$ cat config.mk
export PLATFORM = sky130hd
export DESIGN_NAME = ctrl_del_fsm
export DESIGN_NICKNAME = d
export VERILOG_FILES = /design/src/rtl/ctrl_types_pkg.sv /design/src/rtl/ctrl_wait_timer.sv /design/src/rtl/ctrl_del_fsm.sv
export SDC_FILE = /design/constraint.sdc
export NUM_CORES = 1
export LEC_CHECK = 0
export ABC_AREA = 1
export BUFFER_PORTS_ARGS = -buffer_cell sky130_fd_sc_hd__buf_2
export CAP_MARGIN = 20
export CORE_UTILIZATION = 51
export CTS_BUF_LIST = sky130_fd_sc_hd__clkbuf_8
export CTS_CLUSTER_DIAMETER = 60
export CTS_CLUSTER_SIZE = 12
export DETAILED_ROUTE_END_ITERATION = 6
export PLACE_DENSITY = 0.86
export SYNTH_ARGS = -nofsm -noshare
export SYNTH_HDL_FRONTEND = slang
export SYNTH_SLANG_ARGS = --single-unit
$ cat constraint.sdc
create_clock -name clk -period 3.7 [get_ports clk]
set_clock_uncertainty 0.05 [all_clocks]
set_input_delay 0.37 -clock clk [delete_from_list [all_inputs] [get_ports clk]]
set_output_delay 0.37 -clock clk [all_outputs]
set_load 0.01 [all_outputs]
$ cat src/rtl/ctrl_types_pkg.sv
// Shared types for the cache controller sub-FSMs.
// Holds the DEL sub-state encoding, the result bundle and the default timeouts.
package ctrl_types_pkg;

    typedef enum logic [2:0] {
        DEL_ST_START        = 3'd0,
        DEL_ST_CHECK_EXISTS = 3'd1,
        ST_DEL_DELETE       = 3'd2,
        ST_DEL_DONE         = 3'd3,
        ST_DEL_ERROR        = 3'd4
    } del_substate_e;

    typedef struct packed {
        logic done;
        logic error;
    } sub_cmd_t;

    localparam int DEL_TIMEOUT_DEFAULT = 15;

endpackage

$ cat src/rtl/ctrl_wait_timer.sv
// Ack-wait counter shared by the controller sub-FSMs.
// Expires when the count reaches MAX_CYCLES; MAX_CYCLES=0 never expires.
module ctrl_wait_timer #(
    parameter int MAX_CYCLES = 15
) (
    input  logic clk,
    input  logic rst,
    input  logic clr_i,
    input  logic en_i,
    output logic expired_o
);

    localparam int CW = (MAX_CYCLES > 0) ? $clog2(MAX_CYCLES + 1) : 1;

    logic [CW-1:0] r_cnt;
    logic          w_expired;

    // Terminal count reached; a zero limit disables expiry entirely.
    always_comb begin
        w_expired = (MAX_CYCLES != 0) && (r_cnt == CW'(MAX_CYCLES));
    end

    // Clear on entry to a wait state, count ack-less cycles, hold at expiry.
    always_ff @(posedge clk or posedge rst) begin
        if (rst) begin
            r_cnt <= '0;
        end else if (clr_i) begin
            r_cnt <= '0;
        end else if (en_i && !w_expired) begin
            r_cnt <= r_cnt + 1'b1;
        end
    end

    assign expired_o = w_expired;

endmodule

$ cat src/rtl/ctrl_del_fsm.sv
// Delete sub-FSM: look up the key, clear the matching valid bit,
// report a single done or error pulse back to the top controller.
module ctrl_del_fsm
    import ctrl_types_pkg::*;
#(
    parameter int NUM_ENTRIES    = 16,
    parameter int KEY_WIDTH      = 64,
    parameter int IDX_WIDTH      = $clog2(NUM_ENTRIES),
    parameter int TIMEOUT_CYCLES = DEL_TIMEOUT_DEFAULT
) (
    input  logic                 clk,
    input  logic                 rst,
    input  logic                 start_i,
    input  logic [KEY_WIDTH-1:0] key_i,
    output logic                 lookup_req_o,
    output logic [KEY_WIDTH-1:0] lookup_key_o,
    input  logic                 lookup_ack_i,
    input  logic                 lookup_hit_i,
    input  logic [IDX_WIDTH-1:0] lookup_idx_i,
    output logic                 clr_req_o,
    output logic [IDX_WIDTH-1:0] clr_idx_o,
    input  logic                 clr_ack_i,
    output sub_cmd_t             cmd_o,
    output logic                 busy_o,
    output del_substate_e        state_o
);

    del_substate_e        r_state;
    del_substate_e        w_next;
    logic [KEY_WIDTH-1:0] r_key;
    logic [IDX_WIDTH-1:0] r_idx;
    logic                 w_idx_ok;
    logic                 w_hit_ok;
    logic                 w_waiting;
    logic                 w_expired;

    // Restart the timer on every state change, count only while waiting.
    ctrl_wait_timer #(
        .MAX_CYCLES(TIMEOUT_CYCLES)
    ) u_timer (
        .clk      (clk),
        .rst      (rst),
        .clr_i    (w_next != r_state),
        .en_i     (w_waiting),
        .expired_o(w_expired)
    );

    // A hit is usable only if it points at a real entry.
    always_comb begin
        w_idx_ok  = 32'(lookup_idx_i) < NUM_ENTRIES;
        w_hit_ok  = lookup_hit_i && w_idx_ok;
        w_waiting = (r_state == DEL_ST_CHECK_EXISTS) ||
                    (r_state == ST_DEL_DELETE);
    end

    // Next-state decode; an ack in the expiry cycle takes priority.
    always_comb begin
        w_next = r_state;
        unique case (r_state)
            DEL_ST_START: begin
                if (start_i) w_next = DEL_ST_CHECK_EXISTS;
            end
            DEL_ST_CHECK_EXISTS: begin
                if (lookup_ack_i)
                    w_next = w_hit_ok ? ST_DEL_DELETE : ST_DEL_ERROR;
                else if (w_expired)
                    w_next = ST_DEL_ERROR;
            end
            ST_DEL_DELETE: begin
                if (clr_ack_i)      w_next = ST_DEL_DONE;
                else if (w_expired) w_next = ST_DEL_ERROR;
            end
            ST_DEL_DONE:  w_next = DEL_ST_START;
            ST_DEL_ERROR: w_next = DEL_ST_START;
            default:      w_next = DEL_ST_START;
        endcase
    end

    // State register plus key/index latches feeding the Moore outputs.
    always_ff @(posedge clk or posedge rst) begin
        if (rst) begin
            r_state <= DEL_ST_START;
            r_key   <= '0;
            r_idx   <= '0;
        end else begin
            r_state <= w_next;
            if (r_state == DEL_ST_START && start_i)
                r_key <= key_i;
            if (r_state == DEL_ST_CHECK_EXISTS && lookup_ack_i && w_hit_ok)
                r_idx <= lookup_idx_i;
        end
    end

    // Output decode from registered state only.
    always_comb begin
        lookup_req_o = 1'b0;
        clr_req_o    = 1'b0;
        cmd_o        = '0;
        busy_o       = (r_state != DEL_ST_START);
        unique case (r_state)
            DEL_ST_CHECK_EXISTS: lookup_req_o = 1'b1;
            ST_DEL_DELETE:       clr_req_o    = 1'b1;
            ST_DEL_DONE:         cmd_o.done   = 1'b1;
            ST_DEL_ERROR:        cmd_o.error  = 1'b1;
            default:             ;
        endcase
    end

    assign lookup_key_o = r_key;
    assign clr_idx_o    = r_idx;
    assign state_o      = r_state;

endmodule

# Word level (Yosys, flattened, before mapping)
# Cells that the tools add are included.
[classes]
addsub = 1
n_eq_ne = 6
muxes = 12
reduce_logical = 9
[ops]
columns = ["cell", "n"]
rows = [
  ["$mux 3", 5],
  ["$pmux 3 s3", 1],
  ["$mux 4", 2],
  ["$eq 3x2->1 const B", 2],
  ["$add 4x1->4 const B", 1],
  ["$eq 4x4->1 const B", 1],
  ["$logic_and 1x1->1", 4],
  ["$mux 1", 4],
  ["$eq 3x1->1 const B", 1],
  ["$eq 3x3->1 const B", 1],
  ["$logic_not 3->1", 1],
  ["$ne 3x3->1", 1],
  ["$reduce_bool 3->1", 1],
  ["$reduce_bool 2->1", 1],
  ["$logic_not 1->1", 1],
  ["$logic_or 1x1->1", 1],
]
[totals]
regBits = 75

# Depth between registers and ports, before layout
# Gate-level depths: netlist of run 1.
[depth]
word_depth = 6
mapped_depth = 8
ltp_nobuf = 8

# Modules after synthesis
# From an unflattened synthesis of run 1, not the netlist that was laid out.
[unflattened]
cells_unflattened = 355
area_unflattened_um2 = 3378.2
[by_module_without_submodules]
columns = ["mod", "n_inst", "cells_per_inst", "area_per_inst_um2", "seq_area_each_um2"]
rows = [
  ["ctrl_del_fsm", 1, 325, 3149.3, 1776.7],
  ["ctrl_wait_timer", 1, 30, 229.0, 100.1],
]

# Worst setup path after synthesis of run 1
# Ideal clock, no wire load.
[synth_path]
path_type = "register to register"
from = "register r_state[0], in the netlist state_o[0]"
to = "register r_key[10], in the netlist lookup_key_o[10]"
setup_ps = 125
t_arrival_ps = 1281
path_slack_ps = 2244
stages_incl_launch_ff = 6
cell_sequence = "dfrtp_1 > nor2_4 > nand3_2 > buf_6 > buf_6 > mux2_4"
[synth_between]
elab_chain_len = 2
[synth_lines]
columns = ["item", "line", "source"]
rows = [
  ["start, declared", "ctrl_del_fsm.sv:28", "del_substate_e r_state;"],
  ["start signal, assigned", "ctrl_del_fsm.sv:86", "r_state <= w_next;"],
  ["$logic_not 3->1", "ctrl_del_fsm.sv:87", "if (r_state == DEL_ST_START && start_i)"],
  ["$logic_and 1x1->1", "ctrl_del_fsm.sv:87", ""],
  ["end signal, assigned", "ctrl_del_fsm.sv:88", "r_key <= key_i;"],
  ["end, declared", "ctrl_del_fsm.sv:30", "logic [KEY_WIDTH-1:0] r_key;"],
]
# Every way passes these cells.
# A chain may end at the register's enable or synchronous reset.

# Worst setup path in the final report of run 1
[layout_path]
from = "register r_state[0], in the netlist state_o[0]"
to = "register u_timer.r_cnt[1]"
[layout_between]
elab_chain_len = 5
elab_cells_between_ends = 13
cone_classes = "eq/ne: 3; mux: 6; reduce/logical: 4"
[layout_lines]
columns = ["item", "line", "source"]
rows = [
  ["$mux 3", "ctrl_del_fsm.sv:66, ctrl_del_fsm.sv:71", ""],
  ["$mux 3, on equally long branches", "ctrl_del_fsm.sv:70, ctrl_del_fsm.sv:64", ""],
  ["$pmux 3 s3", "ctrl_del_fsm.sv:59", "unique case (r_state)"],
  ["$ne 3x3->1", "ctrl_del_fsm.sv:43", ".clr_i (w_next != r_state),"],
  ["$mux 4 or $reduce_bool 2->1 (tied branches)", "--", ""],
  ["end signal, assigned", "ctrl_wait_timer.sv:30", "r_cnt <= r_cnt + 1'b1;"],
  ["end, declared", "ctrl_wait_timer.sv:15", "logic [CW-1:0] r_cnt;"],
]
# Several ways; a longest one is shown, not always the timed one.

==> results of run 1 <==
-- final timing paths --
kind,from,end,slack (ps),cells past startpoint
worst min-delay path,rst,lookup_key_o[4]$_DFFE_PP0P_,110,2
max in group asynchronous,rst,lookup_key_o[29]$_DFFE_PP0P_,2680,3
worst min register to register,clr_idx_o[0]$_DFFE_PP0P_,clr_idx_o[0]$_DFFE_PP0P_,420,2
worst max-delay path,state_o[0]$_DFF_PP0_,u_timer.r_cnt[1]$_DFFE_PP0P_,1450,8
min in group clk,lookup_idx_i[0],clr_idx_o[0]$_DFFE_PP0P_,210,3
worst max register to register,state_o[0]$_DFF_PP0_,u_timer.r_cnt[1]$_DFFE_PP0P_,1450,8
-- per-layer routing --
metal,share of wire,up-vias
li1,-,1037
met1,0.42,1081
met2,0.50,107
met3,0.072,6
met4,0.010,0
met5,0,-
-- per-stage QoR --
stage                     setup WS, ps  hold WS (ps)
final                             1450           111
after global routing              1230           159
after CTS                         1430           120
after detailed placement          1450           405
after global placement            1560           405
after floorplan                   1370           459
-- cell families (layout without fill, tap and decap cells) --
logic type | count (synthesis) | in the layout | synth area share
AO/OA/AOI/OAI | 4 | 4 | 0.00719
flip-flops | 75 | 75 | 0.599
XOR/XNOR | 1 | 1 | 0.00280
AND/OR/NAND/NOR | 53 | 53 | 0.0747
adder cells (fa/ha/maj) | 1 | 1 | 0.00399
buffers and inverters | 18 | 179 | 0.0343
multiplexers | 64 | 64 | 0.278
-- area by class of cell --
class                      count  share of cell area
clock buffer                  11              0.0363
clock inverter                 5              0.0201
inverter                      11             0.00990
multi-input combinational    123               0.277
sequential                    75               0.450
tap                           75              0.0225
timing repair buffer         152               0.184
-- sequential cells by signal (all words and copies together) (netlist names) --
name	flops
clr_idx_o	4
lookup_key_o	64
state_o	3
u_timer.r_cnt	4
-- cell usage in the layout, fill, tap and decap left out --
| cell | netlist | layout |
|---|---|---|
| clkbuf_8 | 0 | 11 |
| inv_1 | 8 | 7 |
| clkinvlp_4 | 0 | 2 |
| ha_1 | 1 | 1 |
| nand2_1 | 25 | 25 |
| nor2_4 | 1 | 1 |
| buf_2 | 2 | 149 |
| buf_4 | 0 | 3 |
| mux2_4 | 40 | 40 |
| nor2_2 | 1 | 1 |
| bufinv_16 | 0 | 2 |
| mux2_2 | 24 | 24 |
| inv_2 | 3 | 4 |
| xnor2_1 | 1 | 1 |
| dfrtp_1 | 75 | 75 |
| inv_6 | 0 | 1 |
| a21boi_0 | 1 | 1 |
| nor2_1 | 11 | 11 |
| a21oi_1 | 1 | 1 |
| nand3_1 | 13 | 13 |
| nand3_4 | 0 | 1 |
| and3_1 | 1 | 1 |
| o21ai_0 | 2 | 2 |
-- worst register-to-register path, delay by kind of cell (launching register included) --
kind | cells | cell delay (ps)
AND/OR/NAND/NOR | 6 | 1090
buffers and inverters | 2 | 590
flip-flops | 1 | 460
-- power breakdown --
part / switching (mW) / internal [mW]
sequential: 0.237 / 1.23
clock: 0.299 / 0.419
combinational: 0.818 / 0.947
-- Yosys cell counts, drive strengths merged --
| cell | instances |
|---|---|
| xnor2 | 1 |
| dfrtp | 75 |
| a21oi | 1 |
| inv | 11 |
| nor2 | 13 |
| o21ai | 2 |
| buf | 7 |
| and3 | 1 |
| nand3 | 14 |
| mux2 | 64 |
| nand2 | 25 |
| a21boi | 1 |
| ha | 1 |
==> results.yml, run 1 <==
power_and_ir_drop:
  fin_total_pwr_mw: 3.95
  ir_drop_uv: 488
  leakagePower_nw: 2.28
  p_per_area_nw_per_um2: 946
setup_path:
  cp_slowest_stage_delay_ps: 510
  endpoint_kind: "register"
  startpoint_type: "register"
  path_cells: "nor2_4, nand3_4, buf_4, nand2_1, inv_1, nand3_1, nand2_1, nor2_1"
  slowest_stage: "buf_4"
  worstPathMaxFanout: 39
  worstSetupPathType: "reg -> reg"
  path_buf_inv: 2
  crit_arrival_ps: 2460
  worstPathRequired_ps: 3910
  critPathTopFamily: "simple AND/OR/NAND/NOR gates"
  cpMostUsedCell: "nand2_1"
grt:
  grtUsageMet3: 0.0682
  grt.overflow.total: 0
  met1_usage: 0.264
  grt_antenna_before_repair: 0
  grt_pass1_wl_microns: 10400
  met2_usage: 0.358
  first_global_vias: 2161
  busiest_layer: "met2"
  grt_usage: 0.217
  grt_max_degree: 40
sta:
  fmax_ghz: 0.444
  slew_headroom: 0.519
  final.setup.tns_ps: 0
  rsz0062_at_grt: "no"
  worst_pin_slew_ps: 721
  slew_violations: 0
  min_period_ps: 2250
  finalCritPeriodShare: 0.609
  hold_viol_final: 0
  finalSetupViolCount: 0
detailed_routing:
  vias_per_cell: 4.94
  first_pass_iters: 4
  wl_per_cell_microns: 15.4
  ant_nets: 0
  drcViolationCount: 0
  routed_wl_microns: 6980
  vias: 2231
  initialDrtViolationCount: 60
run:
  maxCapViolCount: 0
clock_network:
  cts_tree: "built"
  postCtsSetupBuffers: 0
  clk_latency_ps: 330
  numCtsBuffers: 9
  cts-resized-gates: 0
  clockRootBuffer: "clkbuf_8"
  h-tree-depth: 3
  clkTransAtPathRegs_ps: 80
  clock_path_buffers: 2
  cts.sinks: 75
  cts_hold_buf: 0
synthesis:
  synthDistinctLibCells: 19
  ys_ff_latch: 75
  synth_fp_nets: 291
  avgSynthCellArea_sq_um: 14.5
  synthCells: 216
  synth_warnings: 0
  synth_area_leaders: "dfrtp_1 60%, mux2_4 19%, mux2_2 8.6%"
  synth.top_cell.area_share: 0.599
  syn_area_sq_um: 3130
  synth_top_area_cell: "dfrtp_1"
  synth-seq-area-share: 0.599
placement:
  placedCellCount: 436
  dp_hpwl_microns: 5140
  io_buffers: 149
  gp_congestion: 0.860
  post_dp_cell_area_sq_um: 3940
layout:
  final_cells: 452
  fillers: 424
  fin_area_sq_um: 4170
  regArea_sq_um: 1880
  fin_nets: 447
  fin_util: 0.705
  antenna_cells: 0
  drive_gt1_frac: 0.634
  syn_to_final_growth_pct: 33.1
  multi_input_area_sq_um: 1160
worst_hold_path:
  min_path_type: "in -> async"
die:
  die_x_microns: 80.4
  core-area_sq_um: 5920
  io_pins: 150
  rows: 28
  die-height_microns: 80.4
  initial_core_util: 0.529
  die-area_sq_um: 6460
run_status:
  status: "finished clean"
Power figures use the tool's default switching activity.
==> run 2: changes to the inputs <==
CORE_UTILIZATION = 43   (was 51)
PLACE_DENSITY = 0.77   (was 0.86)
clock period = 2 ns   (was 3.7 ns; I/O delays follow)
==> run 2 against run 1 <==
  * First-iteration DRC count fell by 25%
  * Hold slack lost 70 ps
  * Via count fell by 0.85%
  * Core utilization down 8.9 points
  * Clock power grew 80%
  * Die area increased by 18%
  * Global-route usage is 4.4 points lower
  * Sequential power grew 83%
  * Flip-flop and latch count did not move
  * Sequential share of layout area fell by 0.82 points
  * Worst setup slack worse by 1000 ps
  * Highest routed layer unchanged
==> results.yml, run 2 (synthesis results as in run 1) <==
run_status:
  status: "finished clean"
sta:
  min_period_ps: 1600
  final.setup.tns_ps: 0
  rsz0062_at_grt: "no"
  worst_pin_slew_ps: 772
  slew_violations: 0
  finalCritPeriodShare: 0.798
  slew_headroom: 0.485
  fmax_ghz: 0.626
  hold_viol_final: 0
  finalSetupViolCount: 0
setup_path:
  endpoint_kind: "primary output"
  worstPathMaxFanout: 7
  regToRegEndpoint: "u_timer.r_cnt[2]$_DFFE_PP0P_"
  worstSetupPathType: "reg -> out"
  crit_arrival_ps: 1350
  r2r_start: "u_timer.r_cnt[0]$_DFFE_PP0P_"
  startpoint_type: "register"
  worstPathRequired_ps: 1750
  rrSetupSlack_ps: 420
  rr_worst_depth: 7
clock_network:
  clock_path_buffers: 2
  cts.sinks: 75
  clockRootBuffer: "clkbuf_8"
  postCtsSetupBuffers: 0
  cts_tree: "built"
  cts-resized-gates: 0
  clk_latency_ps: 330
  numCtsBuffers: 9
  clkTransAtPathRegs_ps: 70
  h-tree-depth: 3
layout:
  final_common_cell: "buf_2"
  fillers: 595
  regArea_sq_um: 1880
  largest_register_ffs: 64
  fin_nets: 449
  drive_gt1_frac: 0.631
  multi_input_area_sq_um: 1160
  syn_to_final_growth_pct: 35.6
  final_cells: 475
  fin_util: 0.615
  most-common-layout-cells: "149 x buf_2, 75 x dfrtp_1, 40 x mux2_4"
  antenna_cells: 0
detailed_routing:
  wl_per_cell_microns: 13.5
  first_pass_iters: 4
  vias: 2212
  routed_wl_microns: 6410
  initialDrtViolationCount: 45
  ant_nets: 0
  drcViolationCount: 0
  vias_per_cell: 4.66
grt:
  grt_usage: 0.173
  grt.overflow.total: 0
  grt_antenna_before_repair: 0
  first_global_vias: 2196
  grt_pass1_wl_microns: 10000
  grt_max_degree: 41
placement:
  gp_congestion: 0.758
  io_buffers: 149
  dp_hpwl_microns: 4680
  placedCellCount: 458
worst_hold_path:
  min-delay-start: "key_i[6]"
  holdPathStages: 2
  min_path_type: "in -> reg"
  holdPathEnd: "lookup_key_o[6]$_DFFE_PP0P_"
die:
  initial_core_util: 0.454
  die-height_microns: 87.4
  die_x_microns: 87.4
  rows: 30
  core-area_sq_um: 6910
  die-area_sq_um: 7630
  io_pins: 150
power_and_ir_drop:
  p_per_area_nw_per_um2: 1710
  fin_total_pwr_mw: 7.25
  ir_drop_uv: 1150
  leakagePower_nw: 2.30
run:
  maxCapViolCount: 0
## run 2: cell types whose count changed in the layout (fill, tap and decap cells not counted), sizes merged
cell	delta
clkinv	+1
dlygate4sd3	+1
inv	-1
buf	+1
## run 2: area by class of cell
type | instances | area share
Inverter | 11 | 0.0106
Multi-Input combinational cell | 123 | 0.272
Sequential cell | 75 | 0.442
Timing Repair Buffer | 154 | 0.194
Clock buffer | 11 | 0.0356
Clock inverter | 5 | 0.0180
Tap cell | 96 | 0.0283
## run 2: how the worst max path moves through the flow
| stage | from | slack (ps) | to | cells past startpoint |
|---|---|---|---|---|
| after floorplan | state_o[0]$_DFF_PP0_ | 540 | lookup_key_o[10]$_DFFE_PP0P_ | 5 |
| after global placement | u_timer.r_cnt[0]$_DFFE_PP0P_ | 550 | u_timer.r_cnt[2]$_DFFE_PP0P_ | 7 |
| after detailed placement | u_timer.r_cnt[0]$_DFFE_PP0P_ | 450 | u_timer.r_cnt[2]$_DFFE_PP0P_ | 7 |
| after CTS | state_o[2]$_DFF_PP0_ | 380 | lookup_req_o | 4 |
| after global routing | u_timer.r_cnt[0]$_DFFE_PP0P_ | 270 | u_timer.r_cnt[2]$_DFFE_PP0P_ | 7 |
| final | state_o[2]$_DFF_PP0_ | 400 | lookup_req_o | 4 |
## run 2: worst max-delay path: stages, from the launching register on
cell and delay (ps):
dfrtp_1 420, inv_2 150, nand3_1 150, inv_2 140
buf_2 150
## run 2: stage by stage
stage,cell area (sq um),hold WS (ps),setup WS [ps]
final,4250,41.0,403
after global routing,4250,23.9,268
after CTS,4250,24.0,380
after detailed placement,4010,338,446
after global placement,4010,320,545
after floorplan,3140,294,544
## run 2: where the power goes
part	leakage [nW]	total [mW]	switching, mW	internal, mW
logic	1.29	3.29	1.49	1.80
clock network	0.117	1.29	0.530	0.765
registers	0.894	2.67	0.404	2.27
## run 2: what timing repair did
item | 4_1_cts | 5_1_grt
endpoints found under the hold margin | 33 | 0
hold buffers | 1 | 0
endpoints found under the setup margin | 0 | 0
## run 2: metal layers
| metal | vias up | GRT usage | part of all wire |
|---|---|---|---|
| met5 | - | 0 | 0 |
| met4 | 0 | 0.0671 | 0.013 |
| met3 | 9 | 0.0512 | 0.070 |
| met2 | 87 | 0.308 | 0.53 |
| met1 | 1075 | 0.194 | 0.39 |
| li1 | 1041 | - | - |
==> run 3: changes to the inputs <==
clock period = 1.38 ns   (was 2 ns; I/O delays follow)
==> run 3 against run 2 <==
  * Core utilization increased by 13 points
  * Global-route usage increased by 5.3 points
  * Count of clock-buffer cells in the layout decreased by 2
  * The run now ends with negative setup slack left
  * Non-clock buffer count increased by 86
  * Cell count increased by 18%
  * Clock power increased by 51%
  * Critical path depth increased by 5
  * Register-to-register slack got worse by 550 ps
==> results.yml, run 3 (synthesis results as in run 1) <==
run_status:
  status: "finished with violations"
  violations: "negative setup slack"
clock_network:
  h-tree-depth: 3
  cts.sinks: 75
  cts_tree: "built"
  clkTransAtPathRegs_ps: 70
  numCtsBuffers: 9
  clock_path_buffers: 2
  clk_latency_ps: 340
  clockRootBuffer: "clkbuf_8"
layout:
  drive_gt1_frac: 0.596
  most-common-layout-cells: "147 x buf_2, 73 x dfrtp_1, 69 x dlygate4sd3_1"
  syn_to_final_growth_pct: 65.0
  largest_register_ffs: 64
  final_common_cell: "buf_2"
  antenna_cells: 0
  fin_nets: 535
detailed_routing:
  first_pass_iters: 4
  wl_per_cell_microns: 15.2
  initialDrtViolationCount: 68
  ant_nets: 0
  drcViolationCount: 0
  vias_per_cell: 4.66
  vias: 2607
  routed_wl_microns: 8500
sta:
  slew_violations: 0
  hold_viol_final: 0
  finalSetupViolCount: 66
  min_period_ps: 1510
  timing.hold.ws_ps: 45.6
  slew_headroom: 0.740
  fin_ws_ps: -128
  finalCritPeriodShare: 1.09
  rsz0062_at_grt: "yes"
  worst_pin_slew_ps: 389
  fmax_ghz: 0.663
setup_path:
  critPathTopFamily: "simple AND/OR/NAND/NOR gates"
  rr_worst_depth: 9
  crit_arrival_ps: 1680
  regToRegEndpoint: "u_timer.r_cnt[0]$_DFFE_PP0P_"
  worstPathRequired_ps: 1550
  startpoint_type: "register"
  worstPathMaxFanout: 4
  cp_slowest_stage_delay_ps: 430
  slowest_stage: "dfrtp_1"
  path_cells: "nor2_2, nand2_2, buf_4, nor2_1, nand2_1, nand2_1, nor2_2, nand2_4, nor2_1"
  worst-path-stages: 9
  r2r_start: "state_o[2]$_DFF_PP0_"
  worstSetupStartpoint: "state_o[2]$_DFF_PP0_"
  rrSetupSlack_ps: -130
  critPathCapture: "u_timer.r_cnt[0]$_DFFE_PP0P_"
  endpoint_kind: "register"
  path_buf_inv: 1
  worstSetupPathType: "reg -> reg"
grt:
  grt_pass1_wl_microns: 12900
  grt_max_degree: 76
  first_global_vias: 2777
  grt.overflow.total: 0
  grt_usage: 0.226
  grt_antenna_before_repair: 0
placement:
  gp_congestion: 0.909
  dp_hpwl_microns: 4850
  io_buffers: 149
  place_ws_ps: -59.5
die:
  rows: 30
  io_pins: 150
  die_x_microns: 87.4
  die-height_microns: 87.4
  core-area_sq_um: 6910
  die-area_sq_um: 7630
  initial_core_util: 0.454
power_and_ir_drop:
  leakagePower_nw: 2.68
  fin_total_pwr_mw: 11.6
  ir_drop_uv: 1370
  p_per_area_nw_per_um2: 2240
worst_hold_path:
  min_path_type: "in -> reg"
run:
  maxCapViolCount: 0
-- run 3: changes by cell type in the layout (fill, tap and decap cells not counted), sizes merged --
cell / change
clkinvlp: -1
clkbuf: -2
clkinv: +1
bufinv: +1
buf: +18
inv: -1
dlygate4sd3: +68
-- run 3: how the worst min path moves through the flow --
stage | start | end | slack [ps] | cells past startpoint
floorplan | clr_ack_i | state_o[1]$_DFF_PP0_ | 230 | 2
detailed placement | rst | lookup_key_o[60]$_DFFE_PP0P_ | 230 | 3
global placement | rst | lookup_key_o[60]$_DFFE_PP0P_ | 230 | 3
finish | clr_ack_i | state_o[1]$_DFF_PP0_ | 50 | 3
global route | clr_ack_i | state_o[1]$_DFF_PP0_ | 40 | 3
CTS | clr_ack_i | state_o[1]$_DFF_PP0_ | 2 | 3
-- run 3: tightest hold or removal path, stage by stage --
cell and delay (ps):
buf_2 110, o21ai_0 100, nand2_1 50
-- run 3: power breakdown --
part           total (mW)  internal, mW  switching [mW]
Combinational        5.71          3.16            2.55
Sequential           3.93          3.30           0.631
Clock                1.95          1.18           0.772
Total                11.6          7.64            3.96
-- run 3: area by class of cell --
type / instances / area, sq um
repair buffers: 240 / 1670
well taps: 96 / 120
clock inverters: 5 / 104
fillers: 469 / 1740
flip-flops and latches: 75 / 1880
inverters: 11 / 50.0
clock buffers: 9 / 124
multi-input cells: 123 / 1220
-- run 3: layer usage --
metal / up-vias / global-route usage / share of wire
li1: 1215 / - / -
met1: 1263 / 0.246 / 0.38
met2: 109 / 0.425 / 0.55
met3: 20 / 0.0445 / 0.053
met4: 0 / 0.0924 / 0.019
met5: - / 0 / 0
-- run 3: per-stage QoR --
step | instance area (sq um) | utilization | instances | TNS [ps]
2_1_floorplan | 3140 | - | 216 | -1920
3_3_place_gp | 4100 | 0.594 | 469 | 0
3_5_place_dp | 4100 | 0.594 | 469 | -140
4_1_cts | 5090 | 0.737 | 556 | -2060
5_1_grt | 5170 | 0.748 | 559 | -7150
6_report | 5170 | 0.748 | 559 | -2960
-- run 3: repair_timing --
| item | 4_1_cts | 5_1_grt |
|---|---|---|
| resized for setup | 11 | 19 |
| endpoints found under the setup margin | 58 | 77 |
| hold buffers | 69 | 0 |
| hold endpoints to repair | 143 | 0 |
| setup buffers | 4 | 3 |
| pin swaps | 4 | 4 |
